[src/rtl/fetch_steer_ctrl_pkg.sv]
// Shared definitions for the fetch steering controller: PC-mux select
// encodings, controller states and default widths.
package fetch_steer_ctrl_pkg;

  localparam int DEFAULT_WORD_LEN = 32;
  localparam int CNT_W            = 32;

  typedef enum logic [1:0] {
    PCSEL_SEQ  = 2'd0,
    PCSEL_PRED = 2'd1,
    PCSEL_FIX  = 2'd2
  } pc_sel_e;

  typedef enum logic [1:0] {
    ST_NORMAL  = 2'd0,
    ST_SPEC    = 2'd1,
    ST_RECOVER = 2'd2
  } steer_state_e;

endpackage

[src/rtl/fetch_steer_ctrl_sat_counter.sv]
// Event counter that sticks at its all-ones value instead of wrapping.
module sat_counter #(
  parameter int WIDTH = 32
) (
  input  logic             clk,
  input  logic             rst,
  input  logic             inc,
  output logic [WIDTH-1:0] count
);

  always_ff @(posedge clk or negedge rst) begin
    if (!rst) begin
      count <= '0;
    end else if (inc && (count != '1)) begin
      count <= count + WIDTH'(1);
    end
  end

endmodule

[src/rtl/fetch_steer_ctrl.sv]
// PC steering for the branch-predicting fetch stage: tracks one outstanding
// speculative branch, corrects mispredicts and counts prediction accuracy.
module fetch_steer_ctrl
  import fetch_steer_ctrl_pkg::*;
#(
  parameter int WORD_LEN = DEFAULT_WORD_LEN
) (
  input  logic                clk,
  input  logic                rst,
  input  logic                bp_enable,
  input  logic                freeze,
  input  logic [WORD_LEN-1:0] if_pc,
  input  logic                if_is_branch,
  input  logic                if_predict_taken,
  input  logic [WORD_LEN-1:0] if_pred_target,
  input  logic                id_branch_resolved,
  input  logic [WORD_LEN-1:0] id_pc,
  input  logic                id_br_taken,
  input  logic [WORD_LEN-1:0] id_br_target,
  output logic [1:0]          pc_sel,
  output logic [WORD_LEN-1:0] pc_redirect,
  output logic                flush,
  output logic                spec_busy,
  output logic [CNT_W-1:0]    cnt_correct,
  output logic [CNT_W-1:0]    cnt_wrong,
  output logic [CNT_W-1:0]    cnt_unpred
);

  steer_state_e        state, state_nxt;
  pc_sel_e             sel;
  logic [WORD_LEN-1:0] rec_pc, rec_fall;
  logic                rec_taken;
  logic                rec_wr, rec_clr;
  logic                inc_correct, inc_wrong, inc_unpred;
  logic                res_match;

  assign res_match = (state == ST_SPEC) && id_branch_resolved && (id_pc == rec_pc);

  // Resolution in ID is decided first; IF may only open a new speculation
  // when nothing is being redirected and no speculation is outstanding.
  always_comb begin
    sel         = PCSEL_SEQ;
    pc_redirect = '0;
    flush       = 1'b0;
    state_nxt   = state;
    rec_wr      = 1'b0;
    rec_clr     = 1'b0;
    inc_correct = 1'b0;
    inc_wrong   = 1'b0;
    inc_unpred  = 1'b0;
    if (!freeze) begin
      if (!bp_enable) begin
        state_nxt = ST_NORMAL;
        rec_clr   = 1'b1;
        if (id_branch_resolved && id_br_taken) begin
          sel         = PCSEL_FIX;
          pc_redirect = id_br_target;
          inc_unpred  = 1'b1;
        end
      end else begin
        if (state == ST_RECOVER) begin
          state_nxt = ST_NORMAL;
        end
        if (res_match) begin
          rec_clr = 1'b1;
          if (id_br_taken == rec_taken) begin
            inc_correct = 1'b1;
            state_nxt   = ST_NORMAL;
          end else begin
            sel         = PCSEL_FIX;
            pc_redirect = id_br_taken ? id_br_target : rec_fall;
            flush       = 1'b1;
            inc_wrong   = 1'b1;
            state_nxt   = ST_RECOVER;
          end
        end else if (id_branch_resolved && id_br_taken) begin
          sel         = PCSEL_FIX;
          pc_redirect = id_br_target;
          flush       = 1'b1;
          inc_unpred  = 1'b1;
          rec_clr     = 1'b1;
          state_nxt   = ST_RECOVER;
        end
        if ((sel != PCSEL_FIX) && (state == ST_NORMAL) && if_is_branch) begin
          rec_wr    = 1'b1;
          state_nxt = ST_SPEC;
          if (if_predict_taken) begin
            sel         = PCSEL_PRED;
            pc_redirect = if_pred_target;
          end
        end
      end
    end
  end

  always_ff @(posedge clk or negedge rst) begin
    if (!rst) begin
      state     <= ST_NORMAL;
      rec_pc    <= '0;
      rec_fall  <= '0;
      rec_taken <= 1'b0;
    end else begin
      state <= state_nxt;
      if (rec_wr) begin
        rec_pc    <= if_pc;
        rec_fall  <= if_pc + WORD_LEN'(4);
        rec_taken <= if_predict_taken;
      end else if (rec_clr) begin
        rec_pc    <= '0;
        rec_fall  <= '0;
        rec_taken <= 1'b0;
      end
    end
  end

  assign pc_sel    = sel;
  assign spec_busy = (state == ST_SPEC);

  sat_counter #(.WIDTH(CNT_W)) u_cnt_correct (
    .clk   (clk),
    .rst   (rst),
    .inc   (inc_correct),
    .count (cnt_correct)
  );

  sat_counter #(.WIDTH(CNT_W)) u_cnt_wrong (
    .clk   (clk),
    .rst   (rst),
    .inc   (inc_wrong),
    .count (cnt_wrong)
  );

  sat_counter #(.WIDTH(CNT_W)) u_cnt_unpred (
    .clk   (clk),
    .rst   (rst),
    .inc   (inc_unpred),
    .count (cnt_unpred)
  );

endmodule

[config.mk]
export PLATFORM = sky130hd
export DESIGN_NAME = fetch_steer_ctrl
export DESIGN_NICKNAME = d
export VERILOG_FILES = /design/src/rtl/fetch_steer_ctrl_pkg.sv /design/src/rtl/fetch_steer_ctrl_sat_counter.sv /design/src/rtl/fetch_steer_ctrl.sv
export SDC_FILE = /design/constraint.sdc
export NUM_CORES = 1
export LEC_CHECK = 0
export BUFFER_PORTS_ARGS = -buffer_cell sky130_fd_sc_hd__buf_4
export CORE_MARGIN = 2
export CORE_UTILIZATION = 40
export DETAILED_ROUTE_END_ITERATION = 8
export PLACE_DENSITY = 0.65
export SLEW_MARGIN = 15
export SYNTH_ARGS = -nofsm -noshare
export SYNTH_HDL_FRONTEND = slang
export SYNTH_SLANG_ARGS = --single-unit
[constraint.sdc]
create_clock -name clk -period 3 [get_ports clk]
set_input_delay 0.6 -clock clk [delete_from_list [all_inputs] [get_ports clk]]
set_output_delay 0.6 -clock clk [all_outputs]
set_load 0.03 [all_outputs]
==> results.sh, run 1 <==
export IMPL_rr_startpoint="rec_pc[4]"
export IMPL_fin_util_pct=56.5
export IMPL_arrival_ns=2.59
export IMPL_r2r_slack_ns=0.20
export IMPL_cts_buffers=17
export IMPL_synth_main_ff_cell="dfrtp_1"
export IMPL_fin_crit_sh_pct=106
export IMPL_ys_types=40
export IMPL_outcome="finished, violations left"
export IMPL_yosys_area_share_simple_pct=23.1
export IMPL_grt_usage_pct=23.0
export IMPL_clock_skew_ns=0.0134
export IMPL_hp_class="in2async"
export IMPL_synth_adder_area_share_pct=0.590
export IMPL_nets=1295
export IMPL_via_per_inst=5.32
export IMPL_antenna_found_initial=0
export IMPL_ys_warn_count=0
export IMPL_max_freq_mhz=313
export IMPL_powerDensity_nw_per_um2=445
export IMPL_finalWeightedCongestion=0.876
export IMPL_start_kind="flip-flop"
export IMPL_drv_cap=0
export IMPL_worstReg2RegEnd="u_cnt_wrong.count[17]"
export IMPL_grt_max_degree=70
export IMPL_hpwl_mm=18.6
export IMPL_slew_headroom_pct=52.0
export IMPL_hold_viol=0
export IMPL_core_area_sq_um=20900
export IMPL_diodes=0
export IMPL_gr_total_overflow=0
export IMPL_violations="setup timing"
export IMPL_wire_per_inst_microns=17.6
export IMPL_rsz0062_at_grt="yes"
export IMPL_dieArea_sq_um=22400
export IMPL_final_cell_mix="buf_4, dfrtp_1, nand2_1"
export IMPL_vias=7675
export IMPL_die_y_microns=150
export IMPL_cts_root_buf="clkbuf_16"
export IMPL_synthXorXnorAreaFrac_pct=15.9
export IMPL_grt_pass1_wl_mm=40.7
export IMPL_synth_cells=862
export IMPL_mappedNetlistArea_sq_um=8490
export IMPL_crit_required_ns=2.40
export IMPL_fill_cells=1896
export IMPL_synth_top_family_by_area="simple AND/OR/NAND/NOR gates"
export IMPL_postRouteWirelength_mm=25.4
export IMPL_portBuffers=267
export IMPL_cts_tree="built"
export IMPL_ys_seq_area_share_pct=47.5
export IMPL_tightest_slew_ns=0.713
export IMPL_die_x_microns=150
export IMPL_vdd_drop_max_uv=304
export IMPL_ys_ff_latch=161
export IMPL_initial_core_util_pct=40.6
export IMPL_drive_gt1_share_pct=32.0
export IMPL_critPathMaxFanout=64
export IMPL_synth_compound_area_share_pct=10.3
export IMPL_end_kind="output pin"
export IMPL_register_area_sq_um=4030
export IMPL_timing_final_crit_period_ns=3.19
export IMPL_p_leak_nw=5.55
export IMPL_slew_violations=0
export IMPL_area_growth_pct=39.0
export IMPL_synthMuxAreaShare_pct=0.265
export IMPL_clkLatencyLatePin_ns=0.43
export IMPL_syn_nets=1002
export IMPL_synth_area_per_cell_sq_um=9.84
export IMPL_row_count=53
export IMPL_finalSetupViolCount=34
export IMPL_multi_input_area_sq_um=4380
export IMPL_critPathKind="reg2out"
export IMPL_layout_commonest_cell="buf_4"
export IMPL_drt_initial_drc_count=379
export IMPL_dr_pass1_iters=5
export IMPL_async_reset_ff_share_pct=100
export IMPL_cts_buffer_depth=2
export IMPL_htree_levels=4
export IMPL_detail_route_antenna_nets=0
export IMPL_preCtsSetupSlack_ns=-0.115
export IMPL_drc=0
export IMPL_synth_edff_count=0
export IMPL_cts_sinks=161
export IMPL_path_clk_slew_ns=0.07
export IMPL_grt_pass1_vias=7706
export IMPL_setup_ws_ns=-0.193
export IMPL_ios=268
export IMPL_reg2reg_depth=8
## worst max path at each step
| stage | startpoint | to | slack (ns) | cells past startpoint |
|---|---|---|---|---|
| after detailed placement | id_pc[20] | pc_sel[1] | -0.12 | 8 |
| after global placement | id_pc[1] | pc_sel[1] | -0.10 | 8 |
| after floorplan | id_pc[1] | pc_redirect[10] | -0.02 | 7 |
| final | rec_pc[21] | pc_redirect[11] | -0.19 | 8 |
| after global routing | rec_pc[18] | pc_redirect[19] | -0.30 | 9 |
| after CTS | rec_pc[18] | pc_redirect[27] | -0.11 | 9 |
## report_power, final
group	total, mW	internal [mW]	switching (mW)
clock network	2.11	1.18	0.935
registers	2.35	2.26	0.0897
logic	0.787	0.366	0.421
## routing by layer
metal	wire length, microns	share of wire (%)	track usage [%]
met1	11400	45	31.8
met2	12000	47	36.5
met3	1420	5.6	4.33
met4	518	2.0	7.59
met5	0	0	0
## cell type report
| cell class | count | share of cell area [%] |
|---|---|---|
| multi-input cells | 651 | 37.1 |
| clock inverters | 13 | 1.07 |
| well taps | 275 | 2.92 |
| clock buffers | 19 | 3.75 |
| repair buffers | 315 | 20.7 |
| flip-flops and latches | 161 | 34.2 |
| inverters | 9 | 0.286 |
## cell families (layout without fill, tap and decap cells)
group / after synthesis / after routing
XOR/XNOR: 154 / 154
multiplexers: 2 / 2
buffers and inverters: 50 / 356
flip-flops: 161 / 161
AO/OA/AOI/OAI: 102 / 102
AND/OR/NAND/NOR: 389 / 389
adder cells (fa/ha/maj): 4 / 4
## worst max-delay path: stages, from the launching register on
cell and delay (ns):
dfrtp_1 0.40, xnor2_1 0.33, nand4_1 0.17, nor3_1 0.28, and3_1 0.24, nand3_2 0.10
buf_12 0.21, o211ai_1 0.22, buf_4 0.20
## registers in the layout (all words and copies together), names as in the netlist
| name | count |
|---|---|
| u_cnt_wrong.count | 32 |
| rec_pc | 32 |
| rec_taken | 1 |
| u_cnt_correct.count | 32 |
| rec_fall | 30 |
| u_cnt_unpred.count | 32 |
| state | 2 |
## synthesized netlist by cell type (2+ instances only)
| cell | count | area [sq um] |
|---|---|---|
| a22o_1 | 57 | 499 |
| and2_1 | 7 | 43.8 |
| and3_1 | 26 | 163 |
| and4_1 | 11 | 96.3 |
| and4b_1 | 2 | 20.0 |
| buf_2 | 4 | 20.0 |
| clkbuf_1 | 36 | 135 |
| dfrtp_1 | 161 | 4030 |
| ha_1 | 4 | 50.1 |
| inv_1 | 9 | 33.8 |
| mux2_2 | 2 | 22.5 |
| nand2_1 | 125 | 469 |
| nand2b_1 | 3 | 18.8 |
| nand3_1 | 76 | 380 |
| nand4_1 | 54 | 338 |
| nor2_1 | 38 | 143 |
| nor2b_1 | 2 | 12.5 |
| nor3_1 | 27 | 135 |
| nor4_1 | 6 | 37.5 |
| o211ai_1 | 32 | 240 |
| o2bb2ai_1 | 5 | 43.8 |
| o31ai_1 | 2 | 15.0 |
| or3_1 | 3 | 18.8 |
| or4_4 | 2 | 22.5 |
| xnor2_1 | 103 | 902 |
| xor2_1 | 51 | 447 |
## through the flow
step	setup TNS (ns)	total power, mW	std cells	instance area (sq um)	hold slack [ns]
3_5_place_dp	-4.69	3.16	1405	11100	0.473
4_1_cts	-3.17	5.31	1443	11800	0.199
6_report	-5.02	5.25	1443	11800	0.173
2_1_floorplan	-0.625	2.73	862	8490	0.304
5_1_grt	-8.88	5.47	1443	11800	0.216
3_3_place_gp	-2.71	3.15	1405	11100	0.474
## what timing repair did
item,4_1_cts,5_1_grt
resized for setup,14,3
endpoints found under the setup margin,34,34
setup buffers,6,2
hold buffers,0,0
pin swaps,7,3
Power figures use the tool's default switching activity.
==> run 2: changes to the inputs <==
Settings changed: CTS_BUF_LIST from default to sky130_fd_sc_hd__clkbuf_2 sky130_fd_sc_hd__clkbuf_4 sky130_fd_sc_hd__clkbuf_8.
==> run 2 against run 1 <==
The run still ends with setup timing left. Sequential share of layout area grew 0.58 points. Sequential power barely moved. Fmax is 0.63% higher. Critical path depth stayed put. Final cell count unchanged. Core utilization fell by 0.95 points. Setup slack gained 0.020 ns. Hold slack worse by 0.044 ns. Design area is 1.7% lower. Register-to-register slack improved by 0.02 ns. Die area did not move.
==> results.sh, run 2 (synthesized netlist as in run 1, its figures left out) <==
export IMPL_outcome="finished, violations left"
export IMPL_violations="setup timing"
export IMPL_vias=7647
export IMPL_grt_pass1_vias=7645
export IMPL_slew_violations=0
export IMPL_max_freq_mhz=315
export IMPL_hold_buffers=0
export IMPL_drv_cap=0
export IMPL_setup_ws_ns=-0.174
export IMPL_grt_usage_pct=22.8
export IMPL_post_place_cells=1405
export IMPL_drive_gt1_share_pct=31.9
export IMPL_drc=0
export IMPL_powerDensity_nw_per_um2=406
export IMPL_path_clk_slew_ns=0.10
export IMPL_critPathMaxFanout=64
export IMPL_detail_route_antenna_nets=0
export IMPL_clock_skew_ns=0.0153
export IMPL_initial_core_util_pct=40.6
export IMPL_tightest_slew_ns=0.758
export IMPL_diodes=0
export IMPL_fin_util_pct=55.5
export IMPL_postRouteWirelength_mm=25.2
export IMPL_htree_levels=4
export IMPL_timing_final_crit_period_ns=3.17
export IMPL_die_y_microns=150
export IMPL_crit_required_ns=2.40
export IMPL_wl_met1_mm=11.5
export IMPL_antenna_found_initial=0
export IMPL_final_cell_mix="buf_4, dfrtp_1, nand2_1"
export IMPL_layout_commonest_cell="buf_4"
export IMPL_hold_viol=0
export IMPL_critPathKind="reg2out"
export IMPL_hp_class="in2async"
export IMPL_vdd_drop_max_uv=243
export IMPL_arrival_ns=2.57
export IMPL_wl_met2_mm=11.8
export IMPL_die_x_microns=150
export IMPL_final_setup_tns_ns=-4.45
export IMPL_clkLatencyLatePin_ns=0.45
export IMPL_cts_tree="built"
export IMPL_ios=268
export IMPL_cts_buffer_depth=2
export IMPL_cts_root_buf="clkbuf_8"
export IMPL_cts_buffers=17
export IMPL_finalPower_mw=4.71
export IMPL_end_kind="output pin"
export IMPL_cts_sinks=161
export IMPL_postPlaceCellArea_sq_um=11100
export IMPL_gr_total_overflow=0
export IMPL_hpwl_mm=18.6
export IMPL_nets=1295
export IMPL_start_kind="flip-flop"
export IMPL_finalNonFillerCells=1443
export IMPL_final_area_sq_um=11600
export IMPL_row_count=53
export IMPL_via_per_inst=5.30
export IMPL_top_layer="met4"
export IMPL_p_leak_nw=5.46
export IMPL_grt_pass1_wl_mm=40.4
export IMPL_fin_crit_sh_pct=106
export IMPL_dr_pass1_iters=4
export IMPL_core_area_sq_um=20900
export IMPL_slew_headroom_pct=49.0
export IMPL_rsz0062_at_grt="yes"
export IMPL_portBuffers=267
export IMPL_dieArea_sq_um=22400
export IMPL_area_growth_pct=36.7
export IMPL_finalWeightedCongestion=0.876
export IMPL_wire_per_inst_microns=17.5
export IMPL_grt_max_degree=70
export IMPL_route_met3_wl_mm=1.41
export IMPL_finalSetupViolCount=34
export IMPL_drt_initial_drc_count=391
## run 2: layout make-up
cell class,count,area [sq um]
Fill cell,1918,9290
Multi-Input combinational cell,651,4370
Sequential cell,161,4030
Timing Repair Buffer,315,2440
Tap cell,275,344
Clock buffer,19,255
Clock inverter,13,126
Inverter,9,33.8
## run 2: final timing paths
kind / startpoint / endpoint / slack [ns] / cells past startpoint
max: rec_pc[21] / pc_redirect[11] / -0.17 / 8
min: rst / u_cnt_correct.count[7] / 0.13 / 1
max reg2reg: rec_pc[18] / u_cnt_wrong.count[17] / 0.22 / 9
min reg2reg: rec_fall[12] / rec_fall[12] / 0.49 / 1
max in group asynchronous: rst / u_cnt_unpred.count[2] / 2.07 / 2
min in group clk: if_pc[2] / rec_fall[2] / 0.35 / 2
## run 2: stage by stage
| stage | setup slack, ns | hold slack [ns] |
|---|---|---|
| after CTS | -0.168 | 0.146 |
| after floorplan | -0.0208 | 0.304 |
| after global routing | -0.356 | 0.172 |
| after detailed placement | -0.115 | 0.473 |
| after global placement | -0.103 | 0.474 |
| final | -0.174 | 0.130 |
## run 2: metal layers
layer,up-vias,GRT usage (%)
met5,-,0
met4,0,7.50
met3,35,4.36
met2,221,35.9
met1,3717,31.7
li1,3674,-
## run 2: where the power goes
group | switching, mW | internal [mW]
combinational | 0.420 | 0.365
sequential | 0.0907 | 2.26
clock | 0.872 | 0.701
total | 1.38 | 3.33
## run 2: what timing repair did
action / CTS / global route
gates cloned: 0 / 0
resized for setup: 13 / 2
pin swaps: 7 / 3
setup endpoints to repair: 34 / 34
buffers inserted: 6 / 2
## run 2: worst max-delay path: stages, from the launching register on
cell and delay, ns:
dfrtp_1 0.41, xnor2_1 0.30, nand4_1 0.14, nor3_1 0.27, and3_1 0.24, nand3_2 0.10, buf_12 0.21, o211ai_1 0.22
buf_4 0.20
